==> src/rtl/rs_alu_pkg.sv <==
// rtl/rs_alu_pkg.sv - shared sizes, encodings and operand capture helper for the ALU reservation station
package rs_alu_pkg;

  localparam int RS_SIZE = 6;
  localparam int ROOT_W  = 3;
  localparam int TAG_W   = 4;
  localparam int DATA_W  = 32;
  localparam int OP_W    = 5;

  localparam logic [ROOT_W-1:0] NO_FREE_TAG = 3'b111;
  localparam logic              ALU_UNIT    = 1'b0;

  typedef struct packed {
    logic              rdy;
    logic [TAG_W-1:0]  tag;
    logic [DATA_W-1:0] val;
  } opnd_t;

  // Snoop both CDBs for a waiting operand; cdb0 has priority when both match.
  function automatic opnd_t capture(input opnd_t cur,
                                    input logic c0_en, input logic [TAG_W-1:0] c0_tag,
                                    input logic [DATA_W-1:0] c0_data,
                                    input logic c1_en, input logic [TAG_W-1:0] c1_tag,
                                    input logic [DATA_W-1:0] c1_data);
    opnd_t res;
    res = cur;
    if (!cur.rdy) begin
      if (c0_en && (c0_tag == cur.tag)) begin
        res.rdy = 1'b1;
        res.val = c0_data;
      end else if (c1_en && (c1_tag == cur.tag)) begin
        res.rdy = 1'b1;
        res.val = c1_data;
      end
    end
    return res;
  endfunction

endpackage

==> src/rtl/rs_select.sv <==
// rtl/rs_select.sv - lowest-set-bit encoder over the entry ready vector
module rs_select #(
  parameter int N = 6,
  parameter int W = 3
) (
  input  logic [N-1:0] req,
  output logic [W-1:0] idx,
  output logic         found
);

  // Scan from the top down so the lowest set bit is the last one written.
  always_comb begin
    idx   = '0;
    found = 1'b0;
    for (int i = N - 1; i >= 0; i--) begin
      if (req[i]) begin
        idx   = W'(i);
        found = 1'b1;
      end
    end
  end

endmodule

==> src/rtl/rs_alu.sv <==
// rtl/rs_alu.sv - ALU reservation station with CDB wakeup, lowest-index select and registered issue stage
module rs_alu
  import rs_alu_pkg::*;
(
  input  logic                clk,
  input  logic                rst,
  output logic [RS_SIZE-1:0]  free_status,
  input  logic [ROOT_W-1:0]   free_tag,
  input  logic                disp_en,
  input  logic [OP_W-1:0]     disp_op,
  input  logic [DATA_W-1:0]   disp_val1,
  input  logic [DATA_W-1:0]   disp_val2,
  input  logic [TAG_W-1:0]    disp_tag1,
  input  logic [TAG_W-1:0]    disp_tag2,
  input  logic                disp_rdy1,
  input  logic                disp_rdy2,
  input  logic                cdb0_en,
  input  logic [TAG_W-1:0]    cdb0_tag,
  input  logic [DATA_W-1:0]   cdb0_data,
  input  logic                cdb1_en,
  input  logic [TAG_W-1:0]    cdb1_tag,
  input  logic [DATA_W-1:0]   cdb1_data,
  output logic                iss_valid,
  input  logic                iss_ready,
  output logic [OP_W-1:0]     iss_op,
  output logic [DATA_W-1:0]   iss_a,
  output logic [DATA_W-1:0]   iss_b,
  output logic [TAG_W-1:0]    iss_tag,
  output logic                full
);

  logic [RS_SIZE-1:0] valid;
  logic [OP_W-1:0]    op   [RS_SIZE];
  opnd_t              src1 [RS_SIZE];
  opnd_t              src2 [RS_SIZE];

  logic [RS_SIZE-1:0] ready_vec;
  logic [ROOT_W-1:0]  sel_idx;
  logic               sel_found;
  logic               load;
  logic               disp_ok;
  opnd_t              disp_src1;
  opnd_t              disp_src2;

  assign free_status = ~valid;
  assign full        = &valid;
  assign disp_ok     = disp_en && (free_tag != NO_FREE_TAG);
  assign load        = sel_found && (!iss_valid || iss_ready);

  // Per-entry readiness from registered state only; no same-cycle wakeup-to-select path.
  always_comb begin
    ready_vec = '0;
    for (int i = 0; i < RS_SIZE; i++) begin
      ready_vec[i] = valid[i] & src1[i].rdy & src2[i].rdy;
    end
  end

  // Dispatch operands after bypassing any CDB broadcast in the same cycle.
  always_comb begin
    disp_src1 = capture('{rdy: disp_rdy1, tag: disp_tag1, val: disp_val1},
                        cdb0_en, cdb0_tag, cdb0_data, cdb1_en, cdb1_tag, cdb1_data);
    disp_src2 = capture('{rdy: disp_rdy2, tag: disp_tag2, val: disp_val2},
                        cdb0_en, cdb0_tag, cdb0_data, cdb1_en, cdb1_tag, cdb1_data);
  end

  rs_select #(.N(RS_SIZE), .W(ROOT_W)) u_select (
    .req   (ready_vec),
    .idx   (sel_idx),
    .found (sel_found)
  );

  // Entry array: free on move to issue, write on dispatch, otherwise snoop the CDBs.
  always_ff @(posedge clk or negedge rst) begin
    if (!rst) begin
      valid <= '0;
      for (int i = 0; i < RS_SIZE; i++) begin
        op[i]   <= '0;
        src1[i] <= '0;
        src2[i] <= '0;
      end
    end else begin
      for (int i = 0; i < RS_SIZE; i++) begin
        if (load && (sel_idx == ROOT_W'(i))) begin
          valid[i] <= 1'b0;
        end else if (disp_ok && (free_tag == ROOT_W'(i))) begin
          valid[i] <= 1'b1;
          op[i]    <= disp_op;
          src1[i]  <= disp_src1;
          src2[i]  <= disp_src2;
        end else if (valid[i]) begin
          src1[i] <= capture(src1[i], cdb0_en, cdb0_tag, cdb0_data, cdb1_en, cdb1_tag, cdb1_data);
          src2[i] <= capture(src2[i], cdb0_en, cdb0_tag, cdb0_data, cdb1_en, cdb1_tag, cdb1_data);
        end
      end
    end
  end

  // Issue register: load when empty or draining, hold while stalled.
  always_ff @(posedge clk or negedge rst) begin
    if (!rst) begin
      iss_valid <= 1'b0;
      iss_op    <= '0;
      iss_a     <= '0;
      iss_b     <= '0;
      iss_tag   <= '0;
    end else if (load) begin
      iss_valid <= 1'b1;
      iss_op    <= op[sel_idx];
      iss_a     <= src1[sel_idx].val;
      iss_b     <= src2[sel_idx].val;
      iss_tag   <= {ALU_UNIT, sel_idx};
    end else if (iss_ready) begin
      iss_valid <= 1'b0;
    end
  end

endmodule

==> config.mk <==
export PLATFORM = sky130hd
export DESIGN_NAME = rs_alu
export DESIGN_NICKNAME = d
export VERILOG_FILES = /design/src/rtl/rs_alu_pkg.sv /design/src/rtl/rs_select.sv /design/src/rtl/rs_alu.sv
export SDC_FILE = /design/constraint.sdc
export NUM_CORES = 1
export LEC_CHECK = 0
export BUFFER_PORTS_ARGS = -buffer_cell sky130_fd_sc_hd__buf_2
export CORE_MARGIN = 2
export CORE_UTILIZATION = 45
export CTS_BUF_LIST = sky130_fd_sc_hd__clkbuf_8
export CTS_CLUSTER_SIZE = 20
export DETAILED_ROUTE_END_ITERATION = 6
export GPL_ROUTABILITY_DRIVEN = 0
export PLACE_DENSITY_LB_ADDON = 0.08
export SLEW_MARGIN = 10
export SYNTH_ARGS = -nofsm -noshare
export SYNTH_HDL_FRONTEND = slang
export SYNTH_HIERARCHICAL = 1
export SYNTH_SLANG_ARGS = --single-unit
==> constraint.sdc <==
create_clock -name clk -period 3.6 [get_ports clk]
set_input_delay 0.18 -clock clk [delete_from_list [all_inputs] [get_ports clk]]
set_output_delay 0.18 -clock clk [all_outputs]
set_load 0.05 [all_outputs]
==> results of run 1 <==
## logic make-up after synthesis
kind of cell    after synthesis
compound gates             1008
xor+xnor                    109
buf+inv                     568
flops                       553
mux                         546
other cells                   1
simple gates                935
## final cells by class
class | count | area share [%]
well taps | 1060 | 3.175
repair buffers | 462 | 8.452
flip-flops and latches | 553 | 33.13
clock buffers | 132 | 4.349
multi-input cells | 2599 | 48.98
clock inverters | 54 | 0.8356
inverters | 117 | 1.051
diodes | 5 | 0.02995
## metrics by stage
step / power (mW) / hold slack [ns] / instances
2_1_floorplan: 23.66 / -0.1156 / 3720
3_3_place_gp: 29.16 / 0.2385 / 4696
3_5_place_dp: 29.67 / 0.2291 / 4696
4_1_cts: 36.37 / 0.0001017 / 4977
5_1_grt: 38.36 / 0.04481 / 4979
6_report: 36.61 / 0.03315 / 4982
## cells in the mapped netlist, drive strengths merged, types with 69 or more instances
cell | n | share of area (%)
nand3 | 184 | 2.6
clkbuf | 327 | 3.4
mux2i | 158 | 4.3
nor3 | 152 | 2.2
a22oi | 71 | 1.5
a31oi | 159 | 2.7
and3 | 103 | 1.8
a21oi | 80 | 1.1
dfrtp | 553 | 38
a211oi | 160 | 3.3
inv | 117 | 1.2
o21ai | 151 | 2.1
buf | 124 | 2.3
mux2 | 319 | 10
nor2 | 82 | 0.84
mux4 | 69 | 4.2
nand2 | 299 | 3.1
## worst min path at each step
stage | startpoint | to | cells after the start
finish | cdb0_data[12] | src1[197]$_DFFE_PN0P_ | 3
CTS | cdb1_data[21] | src1[206]$_DFFE_PN0P_ | 3
floorplan | rst | iss_a[0]$_DFFE_PN0P_ | 0
detailed placement | rst | iss_b[9]$_DFFE_PN0P_ | 1
global placement | rst | iss_b[9]$_DFFE_PN0P_ | 1
global route | cdb1_data[25] | src1[210]$_DFFE_PN0P_ | 3
## critical path: cells and delay by family (launching register included)
| family | cells | cell delay (ns) |
|---|---|---|
| buf+inv | 4 | 1.15 |
| simple gates | 3 | 1.04 |
| mux | 1 | 0.37 |
| flops | 1 | 0.36 |
| compound gates | 2 | 0.36 |
## flip-flops by register name, indices dropped and copies added, names as in the netlist
| register | cells |
|---|---|
| iss_a | 32 |
| src2 | 222 |
| iss_tag | 3 |
| valid | 6 |
| iss_op | 5 |
| iss_valid | 1 |
| op | 30 |
| src1 | 222 |
| iss_b | 32 |
## cells in the final DEF (no fill, tap or decap), types with 63 or more instances in the layout
cell type | synthesis | routed
nand2_1 | 297 | 294
a22oi_1 | 71 | 71
a31oi_1 | 159 | 159
buf_4 | 19 | 95
clkbuf_8 | 0 | 132
mux2i_1 | 158 | 158
dfrtp_1 | 553 | 553
mux4_2 | 69 | 69
mux2_2 | 269 | 269
nor3_1 | 148 | 142
a21oi_1 | 80 | 79
a22o_1 | 63 | 63
and3_1 | 103 | 103
a211oi_1 | 160 | 160
dlygate4sd3_1 | 0 | 95
nor2_1 | 82 | 80
nand3_1 | 182 | 181
or3_1 | 66 | 63
o21ai_0 | 146 | 146
buf_2 | 69 | 238
o31ai_1 | 64 | 64
inv_1 | 115 | 152
## metal layers
layer / up-vias / share of wire, % / track usage (%)
li1: 14100 / - / -
met1: 16720 / 40 / 47.91
met2: 2222 / 44 / 55.11
met3: 512 / 10 / 8.685
met4: 22 / 5.3 / 17.96
met5: - / 0.089 / 0
## report_power, final
group          total (mW)  internal [mW]  switching [mW]
combinational        18.9           8.09            10.8
sequential           11.2           9.26            1.93
clock                6.54           3.57            2.98
==> impl_results.md, run 1 <==
* Place WS at 0.2605 ns
* Cell Area, Synth at 0.03658 mm2
* Relative slew slack at 31.13%
* Antenna violations before repair at 14
* Worst min path class: input port to register
* Tot GR Track Use at 36.07%
* Post-synth EDFFs at 0
* Async S/R FF share, synth at 100.0%
* Critical Path AT at 4.05 ns
* Sequential area share after synthesis at a little under two fifths
* CTS root buffer: clkbuf_8
* Max-capacitance violation count at 0
* CTS resizes at 0
* Max FO, Critical Path at 36
* Die width at approximately 290 um
* CP Class: register to register
* Largest family of logic cells by synthesized area: compound AO/OA/AOI/OAI gates
* YS warnings at 6
* Post-route DRC at 0
* Die ar. at 0.08359 mm2
* Setup tns final at 0 ns
* Critical path capture point type: register
* Register Area at 0.01384 mm2
* Final Instance Area at 0.04178 mm2
* DR iter-0 viols at between 3000 and 4000
* Adder-Cell Fraction of Synth Area at 0%
* # rows at 104
* Maximum vdd drop at 0.0008661 V
* Initial Util at a little under half
* Reg2reg path depth at 10
* Final wirelength at 152500 um
* Multi-input gate area at 0.02046 mm2
* Layout area overhead at 14.19%
* R2R Path End: iss_a[29]$_DFFE_PN0P_
* Utilization after layout at 51.86%
* Number of synthesized register bits at 553
* Routed vias at 33580
* Worst-path cell chain: inv_1 > nor3_1 > nor2_1 > nor3_2 > buf_4 > buf_12 > buf_4 > mux4_2 > a22oi_1 > o21ai_0
* Worst-path clk slew at around 0.06 ns
* Skew final at 0.04511 ns
* Port buffer count at 239
* Worst path max stage delay at 0.64 ns
* CTS tree: built
* Post-CTS Hold Fix Bufs at 95
* Nature of the critical path startpoint: register
* Synth Instances at about 3700
* Mux contribution to synthesized area at 18.90%
* I/O pins at 241
* Mapped Nets at approximately 3900
* Worst setup path end: iss_a[29]$_DFFE_PN0P_
* R2R Setup Slk at 0.14 ns
* Max Clock Freq at 288.9 MHz
* Number of global-route vias before repair at around 34000
* Mapped Avg Cell Area at 9.834 um2
* LEAKAGE at 17.65 nW
* Worst Tran Pin Value at 1.033 ns
* DRT Pass-1 Iters at 6
* Global-route wire length before repair at 224100 um
* Setup ws final at 0.1389 ns
* Xor/xnor share of the synthesized area at 2.671%
* Die Ht at 289.1 um
* Ratio of final minimum period to clock period at 96.14%
* Dominant synthesized flop cell: dfrtp_1
* RSZ-0062 raised after global routing: false
* Final hold vios at 0
* Crit path required time at ~4.2 ns
* TritonCTS Buffers at 103
* Pin count of the biggest net entering global routing at 96
* Crit path launch: valid[2]$_DFFE_PN0P_
* Postcts setup bufs at 0
* Fillcell total at 7247
* Core area at 0.08055 mm2
* Synth Area in Compound Gates at 21.22%
* # H-tree levels at 3
* Final Setup Violations at 0
* Drt wl/cell at 30.61 um
* Cell mode on critical path: buf_4
* Hpwl dp at 89830 um
* Fin crit period at around 3.5 ns
* Slowest stage cell, crit path: nor3_1
* Area share of and/or/nand/nor cells after synthesis at between 10% and 20%
* Dpl cell area at 0.03865 mm2
* Final slew viol count at 0
* CTS sink count at about 550
* # nets final at 3996
* Routed Antenna Nets at 0
* Outcome: complete, no violations
* Yosys cell types at 80
* Layout cells sized above 1 at 25.27%
* GR Overflow Total at 0
* CTS Buffer Depth at 3
* Worst-Skew Late Latency at 0.75 ns
* Reg-to-Reg Start: valid[2]$_DFFE_PN0P_
* PwrDens at 876.4 mW/mm2
* Via-to-Cell Ratio at roughly 6.7
Power figures use the tool's default switching activity.
==> run 2: changes to the inputs <==
- clock period: 3.6 -> 4.23 ns (I/O delays scaled with it)
==> run 2 against run 1 <==
Against the previous run: the run now ends with DRC left; largest cell class unchanged; critical path depth stayed put; fmax is 9.5% lower; core utilization is 1.2 points lower; register-to-register slack better by 0.27 ns; cell area is 2.3% lower; count of clock-buffer cells in the layout is 4 higher; highest routed layer unchanged; worst setup slack better by 0.27 ns; sequential cell count stayed put; die area stayed put.
==> impl_results.md, run 2 (same netlist as run 1, synthesis figures left out) <==
* Outcome: finished with violations
* Failing checks: DRC
* Biggest registers after layout: src1 (222), src2 (222)
* Setup tns final at 0 ns
* Final slew viol count at 0
* GR Overflow Total at 0
* Cell Count, Final, Fillers Out at 4901
* Crit path launch: valid[1]$_DFFE_PN0P_
* # nets final at just under 4000
* Relative slew slack at 23.08%
* Tot GR Track Use at 36.33%
* Drt wl/cell at 31.50 um
* WL met2 at 66950 um
* WL met3 at 18610 um
* Top sig layer: met5
* PwrDens at 755.5 mW/mm2
* I/O pins at roughly 240
* Worst Tran Pin Value at 1.151 ns
* CP Class: register to register
* Max-capacitance violation count at 0
* Hpwl dp at 87280 um
* LEAKAGE at 17.19 nW
* Worst setup path end: src1[195]$_DFFE_PN0P_
* Ratio of final minimum period to clock period at 90.40%
* CTS tree: built
* Overall Power at 30.84 mW
* Final wirelength at 154400 um
* Reg-to-Reg Start: valid[1]$_DFFE_PN0P_
* Register Area at 0.01384 mm2
* Crit path required time at 4.83 ns
* Utilization after layout at 50.68%
* Most common cell after layout, fill and taps aside: dfrtp_1
* Place WS at 0.7737 ns
* CTS root buffer: clkbuf_8
* Routed Antenna Nets at 0
* Worst-Skew Late Latency at 0.75 ns
* Most frequent cells in the layout: 553 x dfrtp_1, 293 x nand2_1, 269 x mux2_2
* Via-to-Cell Ratio at 6.838
* Fillcell total at 7417
* Postcts setup bufs at 0
* Core area at 0.08055 mm2
* Die width at 289.1 um
* Worst min path class: input port to register
* Initial Util at 45.42%
* CTS Buffer Depth at 3
* Final Setup Violations at 0
* Global-route wire length before repair at 224400 um
* Final Instance Area at 0.04082 mm2
* Layout area overhead at 11.58%
* Post-route DRC at 17
* Maximum vdd drop at a little under 0.001 V
* DP Cell Count at 4661
* Die ar. at 0.08359 mm2
* Antenna violations before repair at 20
* Layout cells sized above 1 at 25.08%
* Skew final at 0.03628 ns
* Port buffer count at around 240
* R2R Setup Slk at 0.41 ns
* Dpl cell area at 0.03818 mm2
* Final hold vios at 0
* WHS at 0.03991 ns
* Max FO, Critical Path at 31
* Pin count of the biggest net entering global routing at around 110
* Die Ht at 289.1 um
* Nature of the critical path startpoint: register
* Number of global-route vias before repair at 34050
* DR iter-0 viols at 3889
* RSZ-0062 raised after global routing: false
* Max Clock Freq at 261.5 MHz
* R2R Path End: src1[195]$_DFFE_PN0P_
* CTS sink count at roughly 550
* Multi-input gate area at ~0.020 mm2
* Critical Path AT at 4.43 ns
* # rows at 104
* Worst-path clk slew at about 0.060 ns
* Setup ws final at 0.4060 ns
* TritonCTS Buffers at ~110
* Fin crit period at 3.824 ns
* Critical path capture point type: register
* Reg2reg path depth at 10
* # H-tree levels at 3
* DRT Pass-1 Iters at 7
* WL met1 at 60630 um
* Routed vias at 33510
==> run 2: cell types whose count changed in the layout (fill, tap and decap cells not counted), sizes merged <==
| cell | delta |
|---|---|
| clkinvlp | +2 |
| bufinv | -2 |
| dlygate4sd3 | -48 |
| buf | -35 |
| clkbuf | +4 |
| inv | +2 |
| clkinv | -4 |
==> run 2: how the worst min path moves through the flow <==
stage	to	from	cells past startpoint	slack, ns
2_1_floorplan	iss_a[0]$_DFFE_PN0P_	rst	0	-0.08
3_3_place_gp	iss_b[11]$_DFFE_PN0P_	rst	1	0.40
3_5_place_dp	iss_b[11]$_DFFE_PN0P_	rst	1	0.39
4_1_cts	src1[187]$_DFFE_PN0P_	cdb0_data[2]	3	0.0008
5_1_grt	src1[209]$_DFFE_PN0P_	cdb0_data[24]	3	0.04
6_report	src2[166]$_DFFE_PN0P_	cdb0_data[18]	5	0.04
==> run 2: power breakdown <==
part           switching, mW  internal, mW  leakage [nW]  total (mW)
clock network           2.51          2.98          1.25        5.49
logic                   9.15          6.70          9.27        15.8
registers               1.63          7.88          6.67        9.51
total                   13.3          17.6          17.2        30.8
==> run 2: layout make-up <==
class	instances	share of cell area, %
inverter	117	1.076
sequential	553	33.90
tap	1060	3.249
clock inverter	52	0.6866
timing repair buffer	379	6.308
antenna	5	0.03065
multi-input combinational	2599	50.17
clock buffer	136	4.585
==> run 2: repair_timing <==
item                                    4_1_cts  5_1_grt
endpoints found under the hold margin       207        0
resized for setup                             0        1
hold buffers                                 47        0
endpoints found under the setup margin        0        2
==> run 2: critical path: stages, from the launching register on <==
cell and delay, ns:
dfrtp_1 0.46, and3_1 0.25, nor2_1 0.23, a221oi_4 0.10, buf_4 0.26, o41ai_2 0.81, a211oi_1 0.13, nand2_1 0.11
buf_4 0.51, o221ai_1 0.22, dlygate4sd3_1 0.60
==> run 2: layer usage <==
layer	up-vias	GRT usage, %
li1	13940	-
met1	16590	48.11
met2	2421	54.44
met3	533	10.30
met4	30	18.23
met5	-	0.1705
